`config.mk`:
```
export PLATFORM = sky130hd
export DESIGN_NAME = vga_timing_gen_flat
export DESIGN_NICKNAME = d
export VERILOG_FILES = /design/src/rtl/vga_timing_gen_pkg.sv /design/src/rtl/vga_timing_gen_if.sv /design/src/rtl/vga_timing_gen_delay_line.sv /design/src/rtl/vga_timing_gen.sv /design/src/flat_wrapper.sv
export SDC_FILE = /design/constraint.sdc
export NUM_CORES = 1
export LEC_CHECK = 0
export ABC_AREA = 1
export CAP_MARGIN = 10
export CORE_ASPECT_RATIO = 1.75
export CORE_MARGIN = 2
export CORE_UTILIZATION = 40
export CTS_BUF_LIST = sky130_fd_sc_hd__clkbuf_8
export CTS_CLUSTER_SIZE = 12
export DETAILED_ROUTE_END_ITERATION = 8
export PLACE_DENSITY = 0.7
export SLEW_MARGIN = 10
export SYNTH_ARGS = -nofsm -noshare
export SYNTH_HDL_FRONTEND = slang
export SYNTH_SLANG_ARGS = --single-unit
```
`constraint.sdc`:
```
create_clock -name clk -period 2.5 [get_ports clk]
set_clock_uncertainty 0.2 [all_clocks]
set_input_delay 0.375 -clock clk [delete_from_list [all_inputs] [get_ports clk]]
set_output_delay 0.375 -clock clk [all_outputs]
set_load 0.03 [all_outputs]
```
`src/rtl/vga_timing_gen_pkg.sv`:
```
// Shared constants for the VGA raster timing generator: default 640x480@60
// timing, coordinate width and the prefetch FSM state type.
package vga_pkg;

  localparam int COORD_W = 10;

  localparam int DEF_H_ACTIVE = 640;
  localparam int DEF_H_FP     = 16;
  localparam int DEF_H_SYNC   = 96;
  localparam int DEF_H_BP     = 48;
  localparam int DEF_V_ACTIVE = 480;
  localparam int DEF_V_FP     = 10;
  localparam int DEF_V_SYNC   = 2;
  localparam int DEF_V_BP     = 33;

  typedef enum logic {
    PF_IDLE = 1'b0,
    PF_REQ  = 1'b1
  } pf_state_t;

  // True when pos lies in the half-open band [lo, lo+len).
  function automatic logic in_band(input int pos, input int lo, input int len);
    return (pos >= lo) && (pos < lo + len);
  endfunction

endpackage

```
`src/rtl/vga_timing_gen_if.sv`:
```
// Video timing and line-prefetch signal bundle between the timing generator
// (master) and the pixel pipeline / memory side (slave).
interface vga_timing_gen_if;
  import vga_pkg::*;

  logic               pixEn;
  logic               hSync;
  logic               vSync;
  logic               displayActive;
  logic               fetchActive;
  logic [COORD_W-1:0] column;
  logic [COORD_W-1:0] row;
  logic               frameStart;
  logic               lineReq;
  logic [COORD_W-1:0] lineRow;
  logic               lineAck;
  logic               lineMiss;

  modport master (
    input  pixEn, lineAck,
    output hSync, vSync, displayActive, fetchActive, column, row,
           frameStart, lineReq, lineRow, lineMiss
  );

  modport slave (
    output pixEn, lineAck,
    input  hSync, vSync, displayActive, fetchActive, column, row,
           frameStart, lineReq, lineRow, lineMiss
  );

endinterface

```
`src/rtl/vga_timing_gen_delay_line.sv`:
```
// Pixel-enable qualified shift register that delays the late timing signals
// by a fixed number of pixel periods; depth 0 is a plain wire.
module vga_delay_line #(
  parameter int               DEPTH   = 2,
  parameter int               WIDTH   = 3,
  parameter logic [WIDTH-1:0] RST_VAL = '0
) (
  input  logic             clk,
  input  logic             rst,
  input  logic             en,
  input  logic [WIDTH-1:0] d,
  output logic [WIDTH-1:0] q
);

  generate
    if (DEPTH == 0) begin : g_bypass
      logic unused_ctl;
      assign unused_ctl = clk ^ rst ^ en;
      assign q = d;
    end else begin : g_line
      logic [WIDTH-1:0] stage [DEPTH];

      always_ff @(posedge clk) begin
        if (!rst) begin
          for (int i = 0; i < DEPTH; i++) stage[i] <= RST_VAL;
        end else if (en) begin
          stage[0] <= d;
          for (int i = 1; i < DEPTH; i++) stage[i] <= stage[i-1];
        end
      end

      assign q = stage[DEPTH-1];
    end
  endgenerate

endmodule

```
`src/rtl/vga_timing_gen.sv`:
```
// Parametrised VGA raster timing generator with early coordinates and an
// optional line-prefetch handshake (build with VGA_TIMING_PREFETCH_EN).
//
// Prefetch FSM states:
//   state   | meaning
//   PF_IDLE | no request outstanding
//   PF_REQ  | lineReq high for lineRow, waiting for lineAck or line wrap
module vga_timing_gen
  import vga_pkg::*;
#(
  parameter int H_ACTIVE = DEF_H_ACTIVE,
  parameter int H_FP     = DEF_H_FP,
  parameter int H_SYNC   = DEF_H_SYNC,
  parameter int H_BP     = DEF_H_BP,
  parameter int V_ACTIVE = DEF_V_ACTIVE,
  parameter int V_FP     = DEF_V_FP,
  parameter int V_SYNC   = DEF_V_SYNC,
  parameter int V_BP     = DEF_V_BP,
  parameter int SYNC_POL = 0,
  parameter int LEAD     = 2
) (
  input  logic              clk,
  input  logic              rst,
  vga_timing_gen_if.master  bus
);

  localparam int H_TOTAL = H_ACTIVE + H_FP + H_SYNC + H_BP;
  localparam int V_TOTAL = V_ACTIVE + V_FP + V_SYNC + V_BP;
  localparam logic POL = (SYNC_POL != 0);
  localparam logic [2:0] SYNC_IDLE = {~POL, ~POL, 1'b0};

  generate
    if (H_TOTAL > 1024 || V_TOTAL > 1024 || LEAD < 0 || LEAD > 15) begin : g_bad_cfg
      $error("vga_timing_gen: totals must be <= 1024 and LEAD within 0..15");
    end
  endgenerate

  logic [COORD_W-1:0] h_cnt, v_cnt;
  logic               h_last, v_last;

  assign h_last = (int'(h_cnt) == H_TOTAL - 1);
  assign v_last = (int'(v_cnt) == V_TOTAL - 1);

  always_ff @(posedge clk) begin
    if (!rst) begin
      h_cnt <= '0;
      v_cnt <= '0;
    end else if (bus.pixEn) begin
      if (h_last) begin
        h_cnt <= '0;
        v_cnt <= v_last ? '0 : v_cnt + COORD_W'(1);
      end else begin
        h_cnt <= h_cnt + COORD_W'(1);
      end
    end
  end

  logic vis, hs_lvl, vs_lvl;

  assign vis    = (int'(h_cnt) < H_ACTIVE) && (int'(v_cnt) < V_ACTIVE);
  assign hs_lvl = in_band(int'(h_cnt), H_ACTIVE + H_FP, H_SYNC) ? POL : ~POL;
  assign vs_lvl = in_band(int'(v_cnt), V_ACTIVE + V_FP, V_SYNC) ? POL : ~POL;

  // Early stage: coordinates and fetchActive, plus the first sync stage that
  // the delay line then retards by LEAD pixels.
  logic               fetch_q, frame_start_q;
  logic [COORD_W-1:0] column_q, row_q;
  logic [2:0]         sync_q, sync_late;

  always_ff @(posedge clk) begin
    if (!rst) begin
      fetch_q       <= 1'b0;
      column_q      <= '0;
      row_q         <= '0;
      frame_start_q <= 1'b0;
      sync_q        <= SYNC_IDLE;
    end else begin
      frame_start_q <= bus.pixEn && (h_cnt == '0) && (v_cnt == '0);
      if (bus.pixEn) begin
        fetch_q  <= vis;
        column_q <= vis ? h_cnt : '0;
        row_q    <= vis ? v_cnt : '0;
        sync_q   <= {hs_lvl, vs_lvl, vis};
      end
    end
  end

  vga_delay_line #(
    .DEPTH   (LEAD),
    .WIDTH   (3),
    .RST_VAL (SYNC_IDLE)
  ) u_delay (
    .clk (clk),
    .rst (rst),
    .en  (bus.pixEn),
    .d   (sync_q),
    .q   (sync_late)
  );

  assign bus.hSync         = sync_late[2];
  assign bus.vSync         = sync_late[1];
  assign bus.displayActive = sync_late[0];
  assign bus.fetchActive   = fetch_q;
  assign bus.column        = column_q;
  assign bus.row           = row_q;
  assign bus.frameStart    = frame_start_q;

`ifdef VGA_TIMING_PREFETCH_EN
  pf_state_t          state_q, state_d;
  logic               miss_q, miss_d;
  logic [COORD_W-1:0] line_row_q, next_row;
  logic               next_vis, trigger;

  // The last line of the frame requests row 0 of the next frame.
  assign next_vis = v_last || (int'(v_cnt) + 1 < V_ACTIVE);
  assign next_row = v_last ? '0 : v_cnt + COORD_W'(1);
  assign trigger  = bus.pixEn && (int'(h_cnt) == H_ACTIVE) && next_vis;

  always_ff @(posedge clk) begin
    if (!rst) begin
      state_q    <= PF_IDLE;
      miss_q     <= 1'b0;
      line_row_q <= '0;
    end else begin
      state_q <= state_d;
      miss_q  <= miss_d;
      if (state_q == PF_IDLE && trigger) line_row_q <= next_row;
    end
  end

  always_comb begin
    state_d = state_q;
    miss_d  = 1'b0;
    case (state_q)
      PF_IDLE: if (trigger) state_d = PF_REQ;
      PF_REQ: begin
        if (bus.lineAck) begin
          state_d = PF_IDLE;
        end else if (bus.pixEn && h_last) begin
          state_d = PF_IDLE;
          miss_d  = 1'b1;
        end
      end
      default: state_d = PF_IDLE;
    endcase
  end

  assign bus.lineReq  = (state_q == PF_REQ);
  assign bus.lineMiss = miss_q;
  assign bus.lineRow  = line_row_q;
`else
  logic unused_ack;
  assign unused_ack   = bus.lineAck;
  assign bus.lineReq  = 1'b0;
  assign bus.lineMiss = 1'b0;
  assign bus.lineRow  = '0;
`endif

endmodule

```
`src/flat_wrapper.sv`:
```
// flat-port wrapper written by rule: the top's interface ports become plain ports
module vga_timing_gen_flat import vga_pkg::*;
#(
  parameter int H_ACTIVE = DEF_H_ACTIVE,
  parameter int H_FP     = DEF_H_FP,
  parameter int H_SYNC   = DEF_H_SYNC,
  parameter int H_BP     = DEF_H_BP,
  parameter int V_ACTIVE = DEF_V_ACTIVE,
  parameter int V_FP     = DEF_V_FP,
  parameter int V_SYNC   = DEF_V_SYNC,
  parameter int V_BP     = DEF_V_BP,
  parameter int SYNC_POL = 0,
  parameter int LEAD     = 2
)
  (clk, rst, bus_pixEn, bus_lineAck, bus_hSync, bus_vSync, bus_displayActive, bus_fetchActive, bus_column, bus_row, bus_frameStart, bus_lineReq, bus_lineRow, bus_lineMiss);
  vga_timing_gen_if bus_i ();
  input  logic clk;
  input  logic rst;
  input wire logic [$bits(bus_i.pixEn)-1:0] bus_pixEn;
  input wire logic [$bits(bus_i.lineAck)-1:0] bus_lineAck;
  output wire logic [$bits(bus_i.hSync)-1:0] bus_hSync;
  output wire logic [$bits(bus_i.vSync)-1:0] bus_vSync;
  output wire logic [$bits(bus_i.displayActive)-1:0] bus_displayActive;
  output wire logic [$bits(bus_i.fetchActive)-1:0] bus_fetchActive;
  output wire logic [$bits(bus_i.column)-1:0] bus_column;
  output wire logic [$bits(bus_i.row)-1:0] bus_row;
  output wire logic [$bits(bus_i.frameStart)-1:0] bus_frameStart;
  output wire logic [$bits(bus_i.lineReq)-1:0] bus_lineReq;
  output wire logic [$bits(bus_i.lineRow)-1:0] bus_lineRow;
  output wire logic [$bits(bus_i.lineMiss)-1:0] bus_lineMiss;
  assign bus_i.pixEn = bus_pixEn;
  assign bus_i.lineAck = bus_lineAck;
  assign bus_hSync = bus_i.hSync;
  assign bus_vSync = bus_i.vSync;
  assign bus_displayActive = bus_i.displayActive;
  assign bus_fetchActive = bus_i.fetchActive;
  assign bus_column = bus_i.column;
  assign bus_row = bus_i.row;
  assign bus_frameStart = bus_i.frameStart;
  assign bus_lineReq = bus_i.lineReq;
  assign bus_lineRow = bus_i.lineRow;
  assign bus_lineMiss = bus_i.lineMiss;
  vga_timing_gen #(.H_ACTIVE(H_ACTIVE), .H_FP(H_FP), .H_SYNC(H_SYNC), .H_BP(H_BP), .V_ACTIVE(V_ACTIVE), .V_FP(V_FP), .V_SYNC(V_SYNC), .V_BP(V_BP), .SYNC_POL(SYNC_POL), .LEAD(LEAD)) u_core (.clk(clk), .rst(rst), .bus(bus_i));
endmodule
```
* After elaboration in Yosys (flattened, before gate mapping)
Memories as Yosys holds them, arrays and structs flattened.
Cells that the tools add are included.
** Cells by class
- $add $sub $neg :: 2
- Order comparisons :: 6
- Eq/ne operators :: 2
- Muxes and demuxes :: 12
- Bitwise operators :: 2
- Reductions and logical operators :: 8
** Operators by type and width (number)
- 10-bit 2-to-1 mux :: 4
- 10-bit by 1-bit adder with 10-bit output, second input constant :: 2
- 10-bit logical NOT :: 2
- 10-bit < comparator, second input constant :: 2
- 10-bit by 9-bit < comparator with 1-bit output, second input constant :: 2
- 10-bit equality test, second input constant :: 1
- 10-bit by 9-bit equality test with 1-bit output, second input constant :: 1
- 10-bit >= comparator, second input constant :: 1
- 10-bit by 9-bit >= comparator with 1-bit output, second input constant :: 1
- 1-bit 2-to-1 mux :: 6
- 3-bit 2-to-1 mux :: 2
- 1-bit logical AND :: 5
- 1-bit bitwise OR :: 2
- 2-bit AND reduction :: 1
** Word-level totals
- Register bits after elaboration :: 45
- RAM bits :: 6
- Input port bits :: 4
- Memories :: 1
** Memories
- u_core.u_delay.g_line.stage :: depth 2, bits a word 3, rd ports 2, clocked after Yosys merged registers in 0, write ports 2, RTL line vga_timing_gen_delay_line.sv:21 : logic [WIDTH-1:0] stage [DEPTH];

* Depth between registers and ports, before layout
- Depth after elaboration :: 4
- Mapped depth :: 9
- Mapped depth without buffers :: 9

* By module
Synthesis repeated with hierarchy kept, for this count alone.
** Second synthesis, totals
- Cells, all modules :: 331
- Area total of the unflattened synthesis :: 2381.0 um^2
** Modules (own cells, without submodules)
- vga_timing_gen :: instances 1, cells an instance 307, area each 2117.0 um^2, sequential area each 880.8 um^2
- vga_delay_line :: instances 1, cells an instance 24, area each 264.0 um^2, sequential area each 180.2 um^2

* Worst setup path after synthesis
OpenSTA, ideal clock, no wires.
- Path kind :: flip-flop to flip-flop
- From :: register u_core.h_cnt[0]
- To :: register u_core.v_cnt[3]
- Setup time :: 110 ps
- Arrival time :: 1151 ps
- Data required time :: 2190 ps
- Setup slack :: 1039 ps
- Cell stages (with the launch flop) :: 9
- Cells stage by stage :: dfxtp_1 ha_1 nand2_2 nor2_4 nand3_2 nand2_4 nand2_4 nand3_1 inv_1
** On the way
- Longest elaborated chain between the ends :: 2
** Ends and longest elaborated chain
- start: declaration :: RTL line vga_timing_gen.sv:38 : logic [COORD_W-1:0] h_cnt, v_cnt;
- start signal: assignment :: RTL line vga_timing_gen.sv:53 : h_cnt <= h_cnt + COORD_W'(1);
- 10-bit by 9-bit equality test with 1-bit output :: RTL line vga_timing_gen.sv:41 : assign h_last = (int'(h_cnt) == H_TOTAL - 1);
- 2-bit AND reduction (no line)
- end signal: assignment :: RTL line vga_timing_gen.sv:51 : v_cnt <= v_last ? '0 : v_cnt + COORD_W'(1);
- end: declaration :: RTL line vga_timing_gen.sv:38
Every way passes these cells.
A chain may end at the register's enable or synchronous reset.

* Worst setup path in the final report
- From :: register u_core.column_q[4] (netlist: u_core.bus.column[4])
- To :: output bus_column[4]
** RTL lines
- start: declaration :: RTL line vga_timing_gen.sv:67 : logic [COORD_W-1:0] column_q, row_q;
- start signal: assignment :: RTL line vga_timing_gen.sv:81 : column_q <= vis ? h_cnt : '0;
- end: declaration :: RTL line flat_wrapper.sv:25 : output wire logic [$bits(bus_i.column)-1:0] bus_column;
No word-level cell between the ends.

==> results by group <==
Detailed routing
  – Via count: 1959
  – Final wirelength: 5.133 mm
  – Drt wl/cell: 12.46 um
  – Antenna viol nets, final: 0
  – Vias per cell: 4.755
  – DRT Pass-1 Iters: 5
  – Residual DRC: 0
  – Initial DRC Count: 59

Timing
  – Hold Vio Cnt, Final: 0
  – Final worst hold slack: 0.2339 ns
  – Highest clock rate: 521.1 MHz
  – Fin crit share: 0.7676
  – RSZ-0062 raised after global routing: false
  – Final setup vio count: 0
  – Worst Slack Setup Final: 0.5810 ns
  – Setup_tns: 0 ns
  – Minimum clock period: 1.919 ns
  – Final Max Slew Viols: 0

CTS
  – Clock latency on the worst-skew pair: 0.31 ns
  – Post-CTS Setup Repair Bufs: 0
  – Root buffer cell: clkbuf_8
  – Worst-path clk slew: 0.10 ns
  – Bufs on Longest Clock Path: 2
  – CTS Sinks: 50
  – Post-CTS Resized: 0
  – CTS Hold Bufs: 0
  – CTS H-tree depth: 2
  – Cts bufs inserted: 5
  – CTS tree: built

Power and ir drop
  – Power per Cell Area: 544.7 nW/um2
  – Leak Pwr: 0.001101 uW
  – Clock Power Share: 0.389
  – Switch share: 0.2428
  – Switching Power: 368.9 uW
  – Reg power frac: 0.543
  – Max VDD drop: 0.0003552 V
  – Pint: 1150 uW
  – Gate power share: 0.068

Floorplanning
  – Die width: 62.08 um
  – Site Rows: 37
  – Initial Utilization: 0.4080
  – Die area: 6557 um2
  – # IOs: 41
  – Vert. Die Dim: 105.6 um
  – CORE AREA: 5787 um2

Yosys
  – Syn Inst Count: 301
  – Avg Synthesized Cell Area: 7.844 um2
  – Synth area leader: dfxtp_1
  – Mux cell area share after synthesis: 0
  – Synth Area in Simple Gates: 0.3153
  – Netlist Area Pre-Place: 2361 um2
  – Yosys reg bits: 50
  – Synth cell count leaders: nand2_1 (68), dfxtp_1 (44), inv_1 (35)
  – Synth Area in Compound Gates: 0.08850
  – Share of the synthesized area in the top cell type: 0.3731
  – FFs w/ async S/R, synth: 0
  – Top-count cell post-synth: nand2_1
  – Top cells by area, synth: dfxtp_1 (37%), nand2_1 (11%), edfxtp_1 (7.6%)
  – Synth Warn #: 0
  – Xor/xnor cell area share of the yosys netlist: 0.01113
  – Post-Synth Adder-Cell Area: 0.02120
  – Cell variety after synth: 32
  – Number of enable flip-flop cells after synthesis: 6
  – Largest family of logic cells by synthesized area: simple AND/OR/NAND/NOR gates
  – Post-synthesis sequential area ratio: 0.4494
  – Post-synth top flop: dfxtp_1

Place
  – Post-DP HPWL: 3.949 mm
  – Setup WS pre-CTS: 0.3236 ns
  – Placer congestion estimate: 0.8984
  – Placed Area: 2671 um2
  – # port buffers: 27

Critical path
  – CP arrival: 1.34 ns
  – Crit. End Element: output pin
  – Slowest CP cell: clkdlybuf4s50_1
  – Kind of cell adding the most delay to the critical path: buffers and inverters
  – Critical path peak fanout: 2
  – CP Class: flop to output pin
  – Required time worst endpoint: 1.92 ns
  – Critical Path Start Type: flop
  – CP Buf/Inv Count: 1
  – Crit path cell chain: clkdlybuf4s50_1
  – Slowest stage delay, CP: 0.68 ns

Layout
  – Layout cells sized above 1: 0.1287
  – Final net count: 341
  – Ant. Diodes: 0
  – Syn-to-layout area delta: 18.12%
  – Final instance area: 2789 um2

Status
  – Outcome: complete, no violations

Worst hold path
  – Min-Delay Path Class: flop to flop

GRT
  – Total Routing Usage GR: 0.1684
  – Largest net degree at the start of global routing: 20
  – Global-route wire length before repair: 8.335 mm
  – Vias in the first global route: 1885
  – GRT overflow: 0
  – Initial antenna violation count: 0

Job
  – Max Cap Viol: 0
stage by stage:
step	utilization	power, uW	cells
2_1_floorplan	-	934.3	312
3_3_place_gp	0.4616	945.7	404
3_5_place_dp	0.4616	947.7	404
4_1_cts	0.4819	1533	412
5_1_grt	0.4819	1570	412
6_report	0.4819	1519	412
logic make-up after synthesis:
family	Yosys count
simple gates	154
buf+inv	55
flops	50
compound gates	34
fa+ha+maj	4
xor+xnor	3
other cells	1
cell type report:
| type | count | area, um2 |
|---|---|---|
| clock buffers | 5 | 68.82 |
| inverters | 40 | 152.6 |
| flip-flops and latches | 50 | 1061 |
| clock inverters | 3 | 48.80 |
| well taps | 78 | 97.59 |
| fillers | 588 | 2998 |
| multi-input cells | 207 | 1075 |
| repair buffers | 29 | 285.3 |
path summary, 6_finish.rpt:
kind / start / end / slack [ns] / cells after the start
worst max-delay path: u_core.bus.column[4]$_SDFFE_PN0P_ / bus_column[4] / 0.58 / 1
worst max register to register: u_core.h_cnt[1]$_SDFFE_PN0P_ / u_core.v_cnt[3]$_SDFFE_PN0P_ / 0.77 / 8
worst min register to register: u_core.bus.row[9]$_SDFFE_PN0P_ / u_core.bus.row[9]$_SDFFE_PN0P_ / 0.23 / 2
worst min-delay path: u_core.bus.row[9]$_SDFFE_PN0P_ / u_core.bus.row[9]$_SDFFE_PN0P_ / 0.23 / 2
routing by layer:
metal  vias up  routed length (um)  track usage
met4         0                 174      0.08663
met5         -                   0            0
met1       903                1938       0.1738
met2        46                2875       0.3058
met3        11                 144      0.02086
li1        999                   -            -
power by group through the flow:
stage               Clock, uW  Sequential (uW)  Combinational, uW
floorplan                   0              852               82.0
global placement            0              843                103
detailed placement          0              843                104
CTS                       603              825                105
global route              629              826                115
finish                    591              825                104
placed cells by master, fill, tap and decap left out, drive strengths merged:
| cell | count |
|---|---|
| buf | 2 |
| nor2 | 38 |
| nor3b | 2 |
| nor4 | 2 |
| or2 | 4 |
| dfxtp | 44 |
| nand3 | 22 |
| inv | 41 |
| conb | 12 |
| o21ai | 26 |
| nand2 | 72 |
| ha | 4 |
| nand4 | 5 |
| o22ai | 1 |
| xor2 | 3 |
| clkbuf | 5 |
| edfxtp | 6 |
| clkdlybuf4s50 | 27 |
| a21oi | 7 |
| clkinvlp | 1 |
| nor3 | 9 |
| bufinv | 1 |
state kept, by name, indices dropped and copies added (netlist names):
| name | flops |
|---|---|
| u_core.bus.column | 10 |
| u_core.bus.frameStart | 1 |
| u_core.bus.row | 10 |
| u_core.h_cnt | 10 |
| u_core.sync_q | 3 |
| u_core.u_delay.g_line.stage | 6 |
| u_core.v_cnt | 10 |
Note: power is estimated with default switching activity, not from simulation.
